--- src/rtl/led_status_ctrl_pkg.sv ---
// ---------------------------------------------------------------------------
// led_status_ctrl_pkg
//   Shared definitions for the LED status driver: the 2-bit display mode
//   encodings (also used by the testbench) and small elaboration-time helpers
//   for the page arithmetic.
// ---------------------------------------------------------------------------
package led_status_ctrl_pkg;

   localparam logic [1:0] MODE_STATIC    = 2'd0;
   localparam logic [1:0] MODE_SCROLL    = 2'd1;
   localparam logic [1:0] MODE_HEARTBEAT = 2'd2;
   localparam logic [1:0] MODE_SNAP      = 2'd3;

   // Integer ceiling division, used to count the pages needed to show the
   // whole gp word with D data LEDs.
   function automatic int ceilDiv(input int a, input int b);
      return (a + b - 1) / b;
   endfunction

   // Width of the page index. A single page still needs a 1-bit port.
   function automatic int pageWidth(input int wordLen, input int nLeds);
      int nPages;
      nPages = ceilDiv(wordLen, nLeds - 1);
      return (nPages > 1) ? $clog2(nPages) : 1;
   endfunction

   // Modes in which the page index advances on the page tick.
   function automatic logic isScrolling(input logic [1:0] mode);
      return (mode == MODE_SCROLL) || (mode == MODE_SNAP);
   endfunction

endpackage

--- src/rtl/led_status_ctrl_tick_div.sv ---
// ---------------------------------------------------------------------------
// tick_div
//   Free-running prescaler producing a one-cycle tick every PERIOD cycles.
//   Ports:
//     clk_i      core clock
//     rst_ni     async active-low reset, counter returns to 0
//     restart_i  synchronous restart: counter reloads 0, tick suppressed
//     tick_o     one-cycle pulse when the counter reaches PERIOD-1
// ---------------------------------------------------------------------------
module tick_div #(
   parameter int PERIOD = 4
) (
   input  logic clk_i,
   input  logic rst_ni,
   input  logic restart_i,
   output logic tick_o
);

   localparam int            CW   = (PERIOD > 1) ? $clog2(PERIOD) : 1;
   localparam logic [CW-1:0] LAST = CW'(PERIOD - 1);

   logic [CW-1:0] count_q;
   logic [CW-1:0] count_d;

   // A restart wins over a tick landing in the same cycle, so the caller
   // never sees a stale tick belonging to the interval it just abandoned.
   always_comb begin
      count_d = count_q + CW'(1);
      if (restart_i || (count_q == LAST)) begin
         count_d = '0;
      end
      tick_o = (count_q == LAST) && !restart_i;
   end

   always_ff @(posedge clk_i or negedge rst_ni) begin
      if (!rst_ni) begin
         count_q <= '0;
      end else begin
         count_q <= count_d;
      end
   end

endmodule

--- src/rtl/led_status_ctrl.sv ---
// ---------------------------------------------------------------------------
// led_status_ctrl
//   LED status driver between the core debug outputs and the board LEDs.
//   led[0] is a status LED, led[N_LEDS-1:1] show a page of D = N_LEDS-1 bits
//   of gp (live, or a snapshot), with static, scrolling, heartbeat and
//   snapshot modes plus a sticky exit flag that forces snapshot display.
//   Ports:
//     clk_i        core clock
//     rst_ni       async active-low reset
//     exit_i       core test-end flag (level)
//     gp_i         core gp register
//     mode_i       0 STATIC, 1 SCROLL, 2 HEARTBEAT, 3 SNAP
//     led_o        board LEDs, registered, polarity applied
//     page_o       page currently displayed, registered
//     exit_seen_o  sticky exit flag, cleared only by reset
// ---------------------------------------------------------------------------
module led_status_ctrl
   import led_status_ctrl_pkg::*;
#(
   parameter int WORD_LEN        = 32,
   parameter int N_LEDS          = 6,
   parameter int PAGE_CYCLES     = 9000000,
   parameter int BLINK_CYCLES    = 4500000,
   parameter bit DATA_ACTIVE_LOW = 1'b1,
   parameter bit STAT_ACTIVE_LOW = 1'b0
) (
   input  logic                                     clk_i,
   input  logic                                     rst_ni,
   input  logic                                     exit_i,
   input  logic [WORD_LEN-1:0]                      gp_i,
   input  logic [1:0]                               mode_i,
   output logic [N_LEDS-1:0]                        led_o,
   output logic [pageWidth(WORD_LEN, N_LEDS)-1:0]   page_o,
   output logic                                     exit_seen_o
);

   localparam int D      = N_LEDS - 1;
   localparam int NPAGES = ceilDiv(WORD_LEN, D);
   localparam int PW     = pageWidth(WORD_LEN, N_LEDS);
   localparam int EXT_W  = NPAGES * D;

   localparam logic [PW-1:0]     PAGE_LAST = PW'(NPAGES - 1);
   localparam logic [N_LEDS-1:0] POL_MASK  = {{D{DATA_ACTIVE_LOW}}, STAT_ACTIVE_LOW};

   logic [1:0]          mode_q;
   logic [PW-1:0]       page_q,     page_d;
   logic [WORD_LEN-1:0] snapshot_q, snapshot_d;
   logic                exitSeen_q, exitSeen_d;
   logic                hb_q,       hb_d;
   logic [N_LEDS-1:0]   led_q,      led_d;

   logic [1:0]          modeEff;
   logic                exitRise;
   logic                restart;
   logic                pageTick;
   logic                hbTick;
   logic [WORD_LEN-1:0] gpSel;
   logic [EXT_W-1:0]    gpExt;
   logic [D-1:0]        window;
   logic [N_LEDS-1:0]   ledLit;

   // Page prescaler restarts with the page index; heartbeat prescaler never does.
   tick_div #(.PERIOD(PAGE_CYCLES)) uPageDiv (
      .clk_i     (clk_i),
      .rst_ni    (rst_ni),
      .restart_i (restart),
      .tick_o    (pageTick)
   );

   tick_div #(.PERIOD(BLINK_CYCLES)) uHbDiv (
      .clk_i     (clk_i),
      .rst_ni    (rst_ni),
      .restart_i (1'b0),
      .tick_o    (hbTick)
   );

   // Control: the exit level forces SNAP from its first cycle onward. A fresh
   // exit restarts the page even when the core was already in SNAP, and the
   // snapshot freezes once exit has been seen.
   always_comb begin
      exitRise   = exit_i && !exitSeen_q;
      modeEff    = (exitSeen_q || exit_i) ? MODE_SNAP : mode_i;
      restart    = (modeEff != mode_q) || exitRise;
      exitSeen_d = exitSeen_q || exit_i;
      hb_d       = hbTick ? !hb_q : hb_q;

      snapshot_d = snapshot_q;
      if (!exitSeen_q && (exitRise || ((modeEff == MODE_SNAP) && (mode_q != MODE_SNAP)))) begin
         snapshot_d = gp_i;
      end

      page_d = page_q;
      if (restart || !isScrolling(modeEff)) begin
         page_d = '0;
      end else if (pageTick) begin
         page_d = (page_q == PAGE_LAST) ? '0 : page_q + PW'(1);
      end
   end

   // Display: the word is zero-extended to a whole number of pages so bits
   // past WORD_LEN read as unlit. Within a page the lowest bit lands on the
   // top LED. Everything is built from next-state values so the LEDs, page
   // and status update on the same edge as the inputs that caused them.
   always_comb begin
      gpSel  = (modeEff == MODE_SNAP) ? snapshot_d : gp_i;
      gpExt  = EXT_W'(gpSel);
      window = D'(gpExt >> (int'(page_d) * D));

      ledLit = '0;
      for (int i = 0; i < D; i++) begin
         ledLit[1+i] = window[D-1-i];
      end
      if (modeEff == MODE_HEARTBEAT) begin
         ledLit[1] = hb_d;
      end
      ledLit[0] = exitSeen_d || ((modeEff == MODE_HEARTBEAT) && hb_d);

      led_d = ledLit ^ POL_MASK;
   end

   always_ff @(posedge clk_i or negedge rst_ni) begin
      if (!rst_ni) begin
         mode_q     <= MODE_STATIC;
         page_q     <= '0;
         snapshot_q <= '0;
         exitSeen_q <= 1'b0;
         hb_q       <= 1'b0;
         led_q      <= POL_MASK;
      end else begin
         mode_q     <= modeEff;
         page_q     <= page_d;
         snapshot_q <= snapshot_d;
         exitSeen_q <= exitSeen_d;
         hb_q       <= hb_d;
         led_q      <= led_d;
      end
   end

   assign led_o       = led_q;
   assign page_o      = page_q;
   assign exit_seen_o = exitSeen_q;

endmodule

--- config.mk ---
export PLATFORM = sky130hd
export DESIGN_NAME = led_status_ctrl
export DESIGN_NICKNAME = d
export VERILOG_FILES = /design/src/rtl/led_status_ctrl_pkg.sv /design/src/rtl/led_status_ctrl_tick_div.sv /design/src/rtl/led_status_ctrl.sv
export SDC_FILE = /design/constraint.sdc
export NUM_CORES = 1
export LEC_CHECK = 0
export CORE_UTILIZATION = 28
export CTS_CLUSTER_DIAMETER = 80
export DETAILED_ROUTE_END_ITERATION = 16
export PLACE_DENSITY_LB_ADDON = 0.2
export SLEW_MARGIN = 30
export SYNTH_ARGS = -nofsm -noshare
export SYNTH_HDL_FRONTEND = slang
export SYNTH_SLANG_ARGS = --single-unit
--- constraint.sdc ---
create_clock -name clk_i -period 2.85 [get_ports clk_i]
set_input_delay 0.57 -clock clk_i [delete_from_list [all_inputs] [get_ports clk_i]]
set_output_delay 0.57 -clock clk_i [all_outputs]
set_load 0.01 [all_outputs]
==> run_results.csv, run 1 <==
group,metric,value,unit
floorplan,core.rowCount,46,
placed_design,dp.cells,684,
cells_and_area,final_common_cell,"dfrtp_1",
clocking,cts_buffers,9,
synth,synthTopCellsByArea,"dfrtp_1, mux2_2, mux4_2",
floorplan,die_area,0.0167,mm²
synth,ys_ff_latch,92,
placed_design,place_ws,-0.609,ns
setup_path,critPathCaptureType,"flop",
timing,fmax,335,MHz
run_status,violations,"setup timing",
cells_and_area,syn_to_final_growth,32.0,%
clocking,postCtsHoldBufs,0,
placed_design,gp_congestion,0.786,
synth,synthCells,391,
power,p_leak,2.58,nW
timing,hold_violations,0,
setup_path,worst_ep_arrival_time,3.25,ns
min_path,hold_class,"input port to async pin",
synth,synth_top_area_frac,0.479,
placed_design,placed_area,0.00560,mm²
routing,vias,3197,
timing,period_minus_slack,2.99,ns
timing,rsz0062_at_grt,"yes",
power,p_sw,0.757,mW
setup_path,required,3.11,ns
synth,synthArstFlopShare,1.00,
floorplan,core-area,0.0159,mm²
run_status,status,"finished, violations left",
run,maxCapViolations,0,
synth,synth_edf_count,0,
cells_and_area,drive_above_1_share,0.275,
floorplan,die_h,129,µm
cells_and_area,diodes,0,
timing,tightest_slew,0.602,ns
floorplan,die_x,129,µm
floorplan,start_util,0.286,
floorplan,ios,47,
clocking,cts_tree,"done",
routing,drtPass1Iterations,4,
synth,synth_area_leader_cell,"dfrtp_1",
power,power.share.clock,0.393,
power,vdd_drop_max,300,µV
cells_and_area,fin_cells,703,
placed_design,portBuffers,46,
global_routing,grt_pass1_wl,17.1,mm
power,internal_power,2.24,mW
synth,syn_nets,430,
setup_path,criticalPathCategory,"flop to flop",
routing,wl_per_cell,14.3,µm
power,power_frac_seq,0.481,
synth,yosysWarnings,0,
clocking,cts_num_sinks,92,
power,totalPowerFinal,3.00,mW
routing,drtIter0Drc,101,
global_routing,grt_max_degree,50,
cells_and_area,stdcell_area,0.00600,mm²
global_routing,gr-total-overflow,0,
placed_design,place_hpwl,7.14,mm
routing,vias_per_cell,4.55,
clocking,clk_latency,0.35,ns
timing,setup_violations,1,
synth,syn_area_per_cell,11.6,µm²
setup_path,worstPathMaxFanout,6,
power,sw_frac_of_total,0.253,
timing,fin_crit_sh,1.05,
clocking,path_clk_slew,0.07,ns
routing,wl,10.0,mm
synth,synth.cell_area,0.00454,mm²
clocking,htreeDepth,3,
timing,drv_slew,0,
synth,synthFlopType,"dfrtp_1",
global_routing,grt_usage,0.134,
routing,drtAntennaViolNets,0,
cells_and_area,nFillCells,1588,
clocking,clk_path_buf_depth,2,
synth,seq_area_frac_synth,0.508,
global_routing,grt_pass1_vias,3362,
cells_and_area,layout_common_cells,"dfrtp_1, nor2_1, clkdlybuf4s50_1, buf_4, nand3_1",
timing,clock_skew,0.00726,ns
synth,synth_cell_type_count,54,
setup_path,start_kind,"flop",
power,pwr_density_cell,500,mW/mm²
timing,slew_headroom,0.599,
clocking,cts_root_buf,"clkbuf_16",
global_routing,antenna_found_initial,0,
cells_and_area,nets,521,
routing,drc,0,
power,pwr-share-comb,0.126,
timing,worst_slack,-0.139,ns
[layout make-up]
| type | count | area [µm²] | share of cell area |
|---|---|---|---|
| tap | 216 | 270 | 0.0451 |
| sequential | 92 | 2310 | 0.385 |
| clock inverter | 4 | 32.5 | 0.00543 |
| multi-input combinational | 278 | 2230 | 0.372 |
| clock buffer | 12 | 256 | 0.0428 |
| inverter | 10 | 37.5 | 0.00626 |
| timing repair buffer | 91 | 858 | 0.143 |
[stage by stage]
step,hold slack (ns),utilization,setup TNS (ns)
2_1_floorplan,0.274,-,-0.0892
3_3_place_gp,0.463,0.353,-2.60
3_5_place_dp,0.471,0.353,-2.68
4_1_cts,0.256,0.377,-0.147
5_1_grt,0.281,0.377,-0.225
6_report,0.218,0.377,-0.139
[kinds of logic after synthesis]
| kind of cell | share of synthesized area |
|---|---|
| flops | 0.508 |
| fa+ha+maj | 0.00551 |
| simple gates | 0.163 |
| xor+xnor | 0.0810 |
| mux | 0.163 |
| buf+inv | 0.0196 |
| compound gates | 0.0600 |
[critical path: stages, from the launching register on]
cell       delay (ns)
dfrtp_1          0.38
or4b_4           0.55
or4_4            0.48
a211oi_4         0.24
o2bb2ai_4        0.21
mux2_4           0.32
mux4_2           0.48
a221oi_2         0.24
[layer usage]
layer,track usage,vias up,part of all wire
met5,0,-,0
met4,0.0540,0,0.017
met3,0.0372,13,0.041
met2,0.213,43,0.47
met1,0.172,1556,0.47
li1,-,1585,-
[cells in the mapped netlist (all sizes together) (2+ instances only)]
cell type and number:
nor3 6, clkbuf 6, and4 2, or2 2
or3 5, or4 2, a21boi 2, nand3 32
nand2 17, nand4 6, a211oi 4, dfstp 5
buf 5, nor4b 5, or4b 2, mux4 13
and2 2, xor2 18, dfrtp 87, nand2b 2
mux2 34, nor2 45, mux2i 6, and3 9
a21oi 7, xnor2 24, a221oi 3, o2111ai 2
nor2b 5, inv 10, ha 2, o21ai 8
[sequential cells by signal, indices dropped and copies added (netlist names)]
register,flops
uPageDiv.count_q,24
uHbDiv.count_q,23
led_o,6
page_o,3
hb_q,1
exit_seen_o,1
mode_q,2
snapshot_q,32
[power groups by stage]
stage          combinational, mW  sequential, mW  clock (mW)
6_report                   0.378            1.44        1.18
5_1_grt                    0.426            1.45        1.27
3_3_place_gp               0.369            1.46           0
4_1_cts                    0.384            1.44        1.23
2_1_floorplan              0.190            1.46           0
3_5_place_dp               0.376            1.46           0
[path summary, 6_finish.rpt]
check | start | slack (ns) | depth (start not counted) | end
setup / recovery | uPageDiv.count_q[21] | -0.14 | 7 | led_o[1]
setup reg to reg | uPageDiv.count_q[21] | -0.14 | 7 | led_o[1]
hold / removal | rst_ni | 0.22 | 1 | uHbDiv.count_q[10]
hold reg to reg | uHbDiv.count_q[0] | 0.49 | 1 | uHbDiv.count_q[0]
min in group clk_i | uHbDiv.count_q[0] | 0.49 | 1 | uHbDiv.count_q[0]
max in group asynchronous | rst_ni | 1.88 | 2 | led_o[4]
[what timing repair did]
action | CTS | global route
pin swaps | 7 | 0
gates resized for setup | 15 | 1
endpoints found under the setup margin | 5 | 1
gates cloned | 0 | 0
buffers inserted | 3 | 0
(Power assumes the default switching activity.)
==> inputs of run 2 (changes only) <==
--- a/config.mk
+++ b/config.mk
@@ -6,8 +6,8 @@
 export NUM_CORES = 1
 export LEC_CHECK = 0
 export CORE_UTILIZATION = 28
-export CTS_CLUSTER_DIAMETER = 80
 export DETAILED_ROUTE_END_ITERATION = 16
+export GPL_ROUTABILITY_DRIVEN = 0
 export PLACE_DENSITY_LB_ADDON = 0.2
 export SLEW_MARGIN = 30
 export SYNTH_ARGS = -nofsm -noshare
==> results of run 2 <==
Same layout as run 1: the final DEF is identical, and so are final timing and power.
